**src/rtl/mem_arbiter_pkg.sv**
```systemverilog
// Shared types for the two-port memory arbiter: FSM states, requester IDs, latched command.
// No logic; imported by the arbiter and its round-robin sub-block.
package mem_arbiter_pkg;

   localparam int TCNT_W = 8;

   typedef enum logic [1:0] {
      ST_IDLE   = 2'd0,
      ST_ACCESS = 2'd1,
      ST_RESP   = 2'd2
   } state_t;

   typedef enum logic {
      REQ_IF = 1'b0,
      REQ_D  = 1'b1
   } req_id_t;

   typedef struct packed {
      logic [31:0] addr;
      logic        we;
      logic [3:0]  be;
      logic [31:0] wdata;
   } mem_cmd_t;

endpackage

```
**src/rtl/mem_arbiter_rr_arb2.sv**
```systemverilog
// Two-way round-robin pick, purely combinational (zero latency, no backpressure).
// grant[0] = fetch, grant[1] = data; a tie goes to whoever was not granted last.
module rr_arb2
   import mem_arbiter_pkg::*;
(
   input  logic       req_if,
   input  logic       req_d,
   input  req_id_t    last_grant,
   output logic [1:0] grant
);

   always_comb begin
      grant = 2'b00;
      if (req_if && req_d) begin
         grant = (last_grant == REQ_D) ? 2'b01 : 2'b10;
      end else if (req_if) begin
         grant = 2'b01;
      end else if (req_d) begin
         grant = 2'b10;
      end
   end

endmodule

```
**src/rtl/mem_arbiter.sv**
```systemverilog
// Arbitrates fetch and data ports onto one memory port; grant in N, mem_req N+1.., done one cycle after ack/timeout.
// Requesters are held off by withholding grant while a transaction is in flight; memory stalls via late ack up to TIMEOUT.
module mem_arbiter
   import mem_arbiter_pkg::*;
#(
   parameter int TIMEOUT = 255
)(
   input  logic        i_clk,
   input  logic        i_reset,
   input  logic        i_if_req,
   input  logic [31:0] i_if_addr,
   output logic        o_if_gnt,
   output logic        o_if_done,
   output logic [31:0] o_if_rdata,
   input  logic        i_d_req,
   input  logic        i_d_we,
   input  logic [31:0] i_d_addr,
   input  logic [31:0] i_d_wdata,
   input  logic [3:0]  i_d_be,
   output logic        o_d_gnt,
   output logic        o_d_done,
   output logic [31:0] o_d_rdata,
   output logic        o_mem_req,
   output logic        o_mem_we,
   output logic [31:0] o_mem_addr,
   output logic [31:0] o_mem_wdata,
   output logic [3:0]  o_mem_be,
   input  logic [31:0] i_mem_rdata,
   input  logic        i_mem_ack,
   output logic        o_err
);

   state_t            state, state_nxt;
   req_id_t           last_grant, owner;
   mem_cmd_t          cmd, grant_cmd;
   logic [TCNT_W-1:0] tcnt;
   logic              err_flag;
   logic [1:0]        grant;
   logic              timeout_hit;
   logic              finish;

   rr_arb2 u_rr (
      .req_if     (i_if_req),
      .req_d      (i_d_req),
      .last_grant (last_grant),
      .grant      (grant)
   );

   // Hitting TIMEOUT-1 without ack means this is the TIMEOUT-th ACCESS cycle.
   assign timeout_hit = (tcnt == TCNT_W'(TIMEOUT - 1));
   assign finish      = i_mem_ack || timeout_hit;

   always_comb begin
      grant_cmd.addr  = i_if_addr;
      grant_cmd.we    = 1'b0;
      grant_cmd.be    = 4'hF;
      grant_cmd.wdata = 32'h0;
      if (grant[1]) begin
         grant_cmd.addr  = i_d_addr;
         grant_cmd.we    = i_d_we;
         grant_cmd.be    = i_d_be;
         grant_cmd.wdata = i_d_wdata;
      end
   end

   always_comb begin
      state_nxt = state;
      case (state)
         ST_IDLE:   if (grant != 2'b00) state_nxt = ST_ACCESS;
         ST_ACCESS: if (finish) state_nxt = ST_RESP;
         ST_RESP:   state_nxt = ST_IDLE;
         default:   state_nxt = ST_IDLE;
      endcase
   end

   always_ff @(posedge i_clk) begin
      if (i_reset) begin
         state      <= ST_IDLE;
         last_grant <= REQ_D;
         owner      <= REQ_IF;
         cmd        <= '0;
         tcnt       <= '0;
         err_flag   <= 1'b0;
         o_if_rdata <= '0;
         o_d_rdata  <= '0;
      end else begin
         state <= state_nxt;
         case (state)
            ST_IDLE: begin
               if (grant != 2'b00) begin
                  owner      <= grant[1] ? REQ_D : REQ_IF;
                  last_grant <= grant[1] ? REQ_D : REQ_IF;
                  cmd        <= grant_cmd;
                  tcnt       <= '0;
                  err_flag   <= 1'b0;
               end
            end
            ST_ACCESS: begin
               if (finish) begin
                  err_flag <= !i_mem_ack;
                  if (owner == REQ_D) o_d_rdata  <= i_mem_ack ? i_mem_rdata : 32'h0;
                  else                o_if_rdata <= i_mem_ack ? i_mem_rdata : 32'h0;
               end else begin
                  tcnt <= tcnt + 1'b1;
               end
            end
            default: ;
         endcase
      end
   end

   // Reset gating keeps every handshake output low during the reset cycle itself.
   assign o_if_gnt    = !i_reset && (state == ST_IDLE) && grant[0];
   assign o_d_gnt     = !i_reset && (state == ST_IDLE) && grant[1];
   assign o_mem_req   = !i_reset && (state == ST_ACCESS);
   assign o_if_done   = !i_reset && (state == ST_RESP) && (owner == REQ_IF);
   assign o_d_done    = !i_reset && (state == ST_RESP) && (owner == REQ_D);
   assign o_err       = !i_reset && (state == ST_RESP) && err_flag;
   assign o_mem_addr  = cmd.addr;
   assign o_mem_we    = cmd.we;
   assign o_mem_be    = cmd.be;
   assign o_mem_wdata = cmd.wdata;

endmodule
```
**config.mk**
```make
export PLATFORM = sky130hd
export DESIGN_NAME = mem_arbiter
export DESIGN_NICKNAME = d
export VERILOG_FILES = /design/src/rtl/mem_arbiter_pkg.sv /design/src/rtl/mem_arbiter_rr_arb2.sv /design/src/rtl/mem_arbiter.sv
export SDC_FILE = /design/constraint.sdc
export NUM_CORES = 1
export LEC_CHECK = 0
export ABC_AREA = 1
export CELL_PAD_IN_SITES_DETAIL_PLACEMENT = 1
export CELL_PAD_IN_SITES_GLOBAL_PLACEMENT = 1
export CORE_MARGIN = 2
export CORE_UTILIZATION = 26
export CTS_CLUSTER_SIZE = 12
export DETAILED_ROUTE_END_ITERATION = 7
export HOLD_SLACK_MARGIN = 0.06
export PLACE_DENSITY_LB_ADDON = 0.3
export SETUP_SLACK_MARGIN = 0.4
export SYNTH_ARGS = -nofsm -noshare
export SYNTH_HDL_FRONTEND = slang
export SYNTH_SLANG_ARGS = --single-unit
```
**constraint.sdc**
```tcl
create_clock -name i_clk -period 1.3 [get_ports i_clk]
set_input_delay 0.195 -clock i_clk [delete_from_list [all_inputs] [get_ports i_clk]]
set_output_delay 0.195 -clock i_clk [all_outputs]
set_load 0.005 [all_outputs]
```
# Word-level counts from Yosys, hierarchy flattened
# Index checks and enable logic that the tools add are counted.
dict set report totals {
  regBits 146
  inputBits 138
  elab_cells 56
}
dict set report classes {
  add_sub_neg 1
  eq_ne 6
  n_mux 16
  bitwise 1
  reduce_logical 21
}
# op n
set op_table {}
lappend op_table {{69-bit 2-to-1 mux} 1}
lappend op_table {{32-bit 2-to-1 mux} 1}
lappend op_table {{8-bit 2-to-1 mux} 2}
lappend op_table {{8-bit case mux with 2 select lines} 1}
lappend op_table {{2-bit 2-to-1 mux} 6}
lappend op_table {{3-bit AND reduction} 4}
lappend op_table {{1-bit logical AND} 9}
lappend op_table {{8-bit by 1-bit adder with 8-bit output (second input constant)} 1}
lappend op_table {{8-bit equality test (second input constant)} 1}
lappend op_table {{2-bit != test (second input constant)} 3}
lappend op_table {{2-bit case mux with 2 select lines} 1}
lappend op_table {{2-bit AND reduction} 2}
lappend op_table {{2-bit nonzero test} 2}
lappend op_table {{1-bit 2-to-1 mux} 3}
lappend op_table {{2-bit by 1-bit equality test with 1-bit output (second input constant)} 1}
lappend op_table {{2-bit equality test (second input constant)} 1}
lappend op_table {{1-bit zero test} 2}
lappend op_table {{2-bit zero test} 1}
lappend op_table {{1-bit case mux with 2 select lines} 1}
lappend op_table {{1-bit logical OR} 1}
lappend op_table {{1-bit NOT} 1}

# Longest topological paths before layout
dict set report depth {
  ltp_word 6
  depth_mapped 12
  depth_no_buf 11
}

# Modules after synthesis
# A second synthesis with hierarchy kept.
dict set report unflattened {
  hier_cells 809
  area_unflattened_um2 6089.6
}
# mod n_inst cells_per_inst area_each_um2 seq_area_each_um2
set by_module_without_submodules {}
lappend by_module_without_submodules {mem_arbiter 1 804 6068.3 2922.8}
lappend by_module_without_submodules {rr_arb2 1 5 21.3 0.0}

# Worst setup path before layout
# No wires, ideal clock.
dict set report synth_path {
  kind {flip-flop to flip-flop}
  from {register tcnt[0]}
  to {register o_if_rdata[24]}
  setup_ps 113
  arrival_ps 1330
  required_time_ps 1187
  setup_slack_ps -143
  stages_incl_launch_ff 13
  period_less_slack_ps 1443
  cell_sequence {dfxtp_1 > inv_1 > ha_1 > nand2_1 > nor2_1 > nand2_1 > nand2_2 > nand3_1 > buf_4 > buf_2 > nand2_1 > nand2_1 > nor2_1}
}
dict set report synth_via {
  elab_chain_len 3
}
# item line
set synth_lines {}
lappend synth_lines {{start: declaration} mem_arbiter.sv:36} ;# logic [TCNT_W-1:0] tcnt;
lappend synth_lines {{start signal: assignment} mem_arbiter.sv:104} ;# tcnt <= tcnt + 1'b1;
lappend synth_lines {{8-bit equality test} mem_arbiter.sv:50} ;# assign timeout_hit = (tcnt == TCNT_W'(TIMEOUT - 1));
lappend synth_lines {{1-bit logical OR} mem_arbiter.sv:51} ;# assign finish = i_mem_ack || timeout_hit;
lappend synth_lines {{3-bit AND reduction (no source line)} --}
lappend synth_lines {{end signal: assignment} mem_arbiter.sv:102} ;# else o_if_rdata <= i_mem_ack ? i_mem_rdata : 32'h0;
lappend synth_lines {{end: declaration} mem_arbiter.sv:14} ;# output logic [31:0] o_if_rdata,
# Every way passes these cells.
# A chain may end at the register's enable or synchronous reset.

# Final worst setup path
dict set report layout_path {
  from {register tcnt[0]}
  to {register o_if_rdata[23]}
}
# The elaborated chain is that of the path after synthesis.

==> metrics.md <==
| Metric | Value |
|---|---|
| Status | `complete, but fails checks` |
| Failing checks | `negative setup slack` |
| DRC | `0` |
| Final non-filler cell total | `~1600` |
| Synth Register Bits | `around 150` |
| WL final | `~26000 µm` |
| Clk root buf | `clkbuf_16` |
| Vias in the first global route | `between 7000 and 8000` |
| Worst setup margin | `-0.295 ns` |
| Post-synthesis simple-gate area fraction | `33.9%` |
| Die ar. | `around 26000 µm²` |
| Starting Density | `between 20% and 30%` |
| Worst skew pair latency | `around 0.42 ns` |
| Minimum clock period | `between 1.5 and 2 ns` |
| First-pass GRT wire length | `around 38000 µm` |
| Die Wd | `162 µm` |
| Compound-cell area share of the yosys netlist | `8.78%` |
| Antenna Cells | `0` |
| Hold Buf Count CTS | `0` |
| Total power | `roughly 0.015 W` |
| Register area share after synthesis | `45.0%` |
| Max Fclk | `627 MHz` |
| Leak | `roughly 5.7 nW` |
| Crit path kind | `flop to flop` |
| Adder-Cell Fraction of Synth Area | `less than 1%` |
| CP Capture Type | `flop` |
| Synth cell types | `25` |
| Asr flop ratio synth | `0%` |
| Clk pwr share | `about 36%` |
| Reg power frac | `a little over a third` |
| Overflow after GRT | `0` |
| Multi-input logic area | `between 3000 and 4000 µm²` |
| RSZ-0062 raised after global routing | `yes` |
| Ys flop type | `dfxtp_1` |
| Fill count | `around 2900` |
| Chip Height | `roughly 160 µm` |
| Max_slew headroom | `roughly 76%` |
| H-tree depth | `4` |
| Syn Std Cell Area | `~6500 µm²` |
| VDD IR max | `a little under 0.0007 V` |
| Net Sw Power | `roughly 0.0045 W` |
| Final hold violation count | `0` |
| Leading area contributor after synthesis | `dfxtp_1` |
| Syn. warnings | `0` |
| Switching share of total power | `a little over 30%` |
| Port Buffers | `roughly 280` |
| Final Max Slew Viols | `0` |
| Worst EP required | `between 1.5 and 2 ns` |
| Final Skew | `roughly 0.012 ns` |
| PwrDens | `approximately 1300 nW/µm²` |
| GP Congestion | `~0.80` |
| Core Box Area | `roughly 24000 µm²` |
| Post-Syn Instances | `between 900 and 1000` |
| Largest family of logic cells by synthesized area | `simple AND/OR/NAND/NOR gates` |
| Synthesized Nets | `around 1100` |
| I/O pins | `around 280` |
| Via density per instance | `between 4 and 5` |
| HPWL Detailed | `roughly 17000 µm` |
| Setup TNS Final | `-29.04 ns` |
| Total GRT Usage | `about 18%` |
| Largest net degree at the start of global routing | `44` |
| Crit path launch type | `flop` |
| Area Overhead vs Synth | `79.1%` |
| Initial antenna violation count | `0` |
| Vias | `about 7300` |
| Row cnt | `57` |
| Worst-Margin Slew | `0.365 ns` |
| Endpoints failing setup | `approximately 150` |
| Dpl cells | `~1600` |
| Total of max-cap violations | `0` |
| Clock Sinks | `~150` |
| Average size of a mapped cell | `6.81 µm²` |
| Worst min path class | `primary input to flop` |
| EDFF count, synth | `0` |
| CTS tree | `built` |
| Starting DRC count in detailed routing | `between 200 and 300` |
| Buffer levels on the longest clock path | `2` |
| Synth top area share | `45.0%` |
| DR pass1 iterations | `6` |
| Xor/xnor share of the synthesized area | `0%` |
| Post-synth top cells | `nand2_1, dfxtp_1, inv_1` |
| CTS Buf Count | `17` |
| Routed Antenna Nets | `0` |
| Count leader, synth | `nand2_1` |
| Routed WL per cell | `~16 µm` |
| Fin crit share | `123%` |
| Combinational power share | `approximately 28%` |
| Sequential standard cell area | `between 3000 and 4000 µm²` |
| CP Max Fanout | `8` |
| Final #Nets | `~1400` |
| Clock edge transition at the registers on the reported setup and hold paths | `approximately 0.070 ns` |
| Int Power | `just over 0.01 W` |
| Layout cell share with drive strength beyond 1 | `between 30% and 40%` |
| Critical Path AT | `approximately 1.9 ns` |
| Top cells by area, synth | `dfxtp_1, nand2_1, inv_1` |
| Post-synthesis mux area share | `0%` |
-- cells in the final DEF, fill, tap and decap left out, drive strengths merged, types with 17 or more instances in the layout --
cell,n
nand4,33
buf,239
clkbuf,24
dfxtp,146
a21oi,17
o21ai,30
nand2,296
nor2,126
nand3,74
clkdlybuf4s50,137
inv,136
o211a,32
-- registers in the layout, indices dropped and copies added (netlist names) --
register and cells:
o_d_rdata 32, o_if_rdata 32, o_mem_addr 32, o_mem_wdata 32, tcnt 8, o_mem_be 4
state 2, err_flag 1, last_grant 1, o_mem_we 1, owner 1
-- worst max-delay path: stages, from the launching register on --
cell and delay, ns:
dfxtp_2 0.33, inv_2 0.08, ha_4 0.15, nand2_4 0.05, nor2_4 0.08, nand2_2 0.06, nand2_4 0.12, nand3_4 0.20
clkbuf_16 0.25, nand2_2 0.07, inv_2 0.03, nor2_2 0.09
-- path summary, 6_finish.rpt --
path / from / end / slack [ns] / cells past startpoint
hold / removal: i_d_wdata[11] / o_mem_wdata[11] / 0.31 / 3
setup / recovery: tcnt[0] / o_if_rdata[23] / -0.29 / 11
hold reg to reg: o_mem_wdata[6] / o_mem_wdata[6] / 0.47 / 2
setup reg to reg: tcnt[0] / o_if_rdata[23] / -0.29 / 11
-- what timing repair did --
item	CTS	global route
pin swaps	4	34
cloned	3	8
endpoints found under the hold margin	0	0
buffers inserted	16	17
resized for setup	763	136
endpoints found under the setup margin	285	285
-- power groups by stage --
stage	Sequential (W)	Combinational (W)	Clock, W
after detailed placement	0.00530	0.00347	0
after global placement	0.00529	0.00341	0
after CTS	0.00532	0.00359	0.00548
after global routing	0.00540	0.00453	0.00569
final	0.00534	0.00414	0.00533
after floorplan	0.00530	0.00164	0
-- kinds of logic (layout without fill, tap and decap cells) --
logic type / after synthesis / in the layout
simple gates: 532 / 533
buf+inv: 193 / 546
flops: 146 / 146
compound gates: 81 / 81
fa+ha+maj: 2 / 2
-- area by class of cell --
class,instances,share of cell area (%)
clock inverter,14,1.66
timing repair buffer,384,32.2
clock buffer,18,3.69
sequential,146,26.6
tap,324,3.48
inverter,130,4.26
multi-input combinational,616,28.1
-- through the flow --
step                util (%)  hold WS (ns)  area (µm²)  setup slack [ns]
floorplan                  -         0.314        6810           -0.0445
global placement        41.3         0.451       10100            -0.518
detailed placement      41.3         0.461       10100            -0.523
CTS                     44.5         0.291       10900            -0.334
global route            47.6         0.310       11600            -0.387
finish                  47.6         0.308       11600            -0.295
-- routing by layer --
layer / track usage, % / wire (µm) / up-vias
met3: 5.87 / 1880 / 22
li1: - / - / 3656
met2: 30.6 / 12400 / 209
met1: 22.9 / 10900 / 3403
met4: 5.23 / 349 / 0
met5: 0 / 0 / -
No activity file was read; power rests on OpenSTA's default activity.
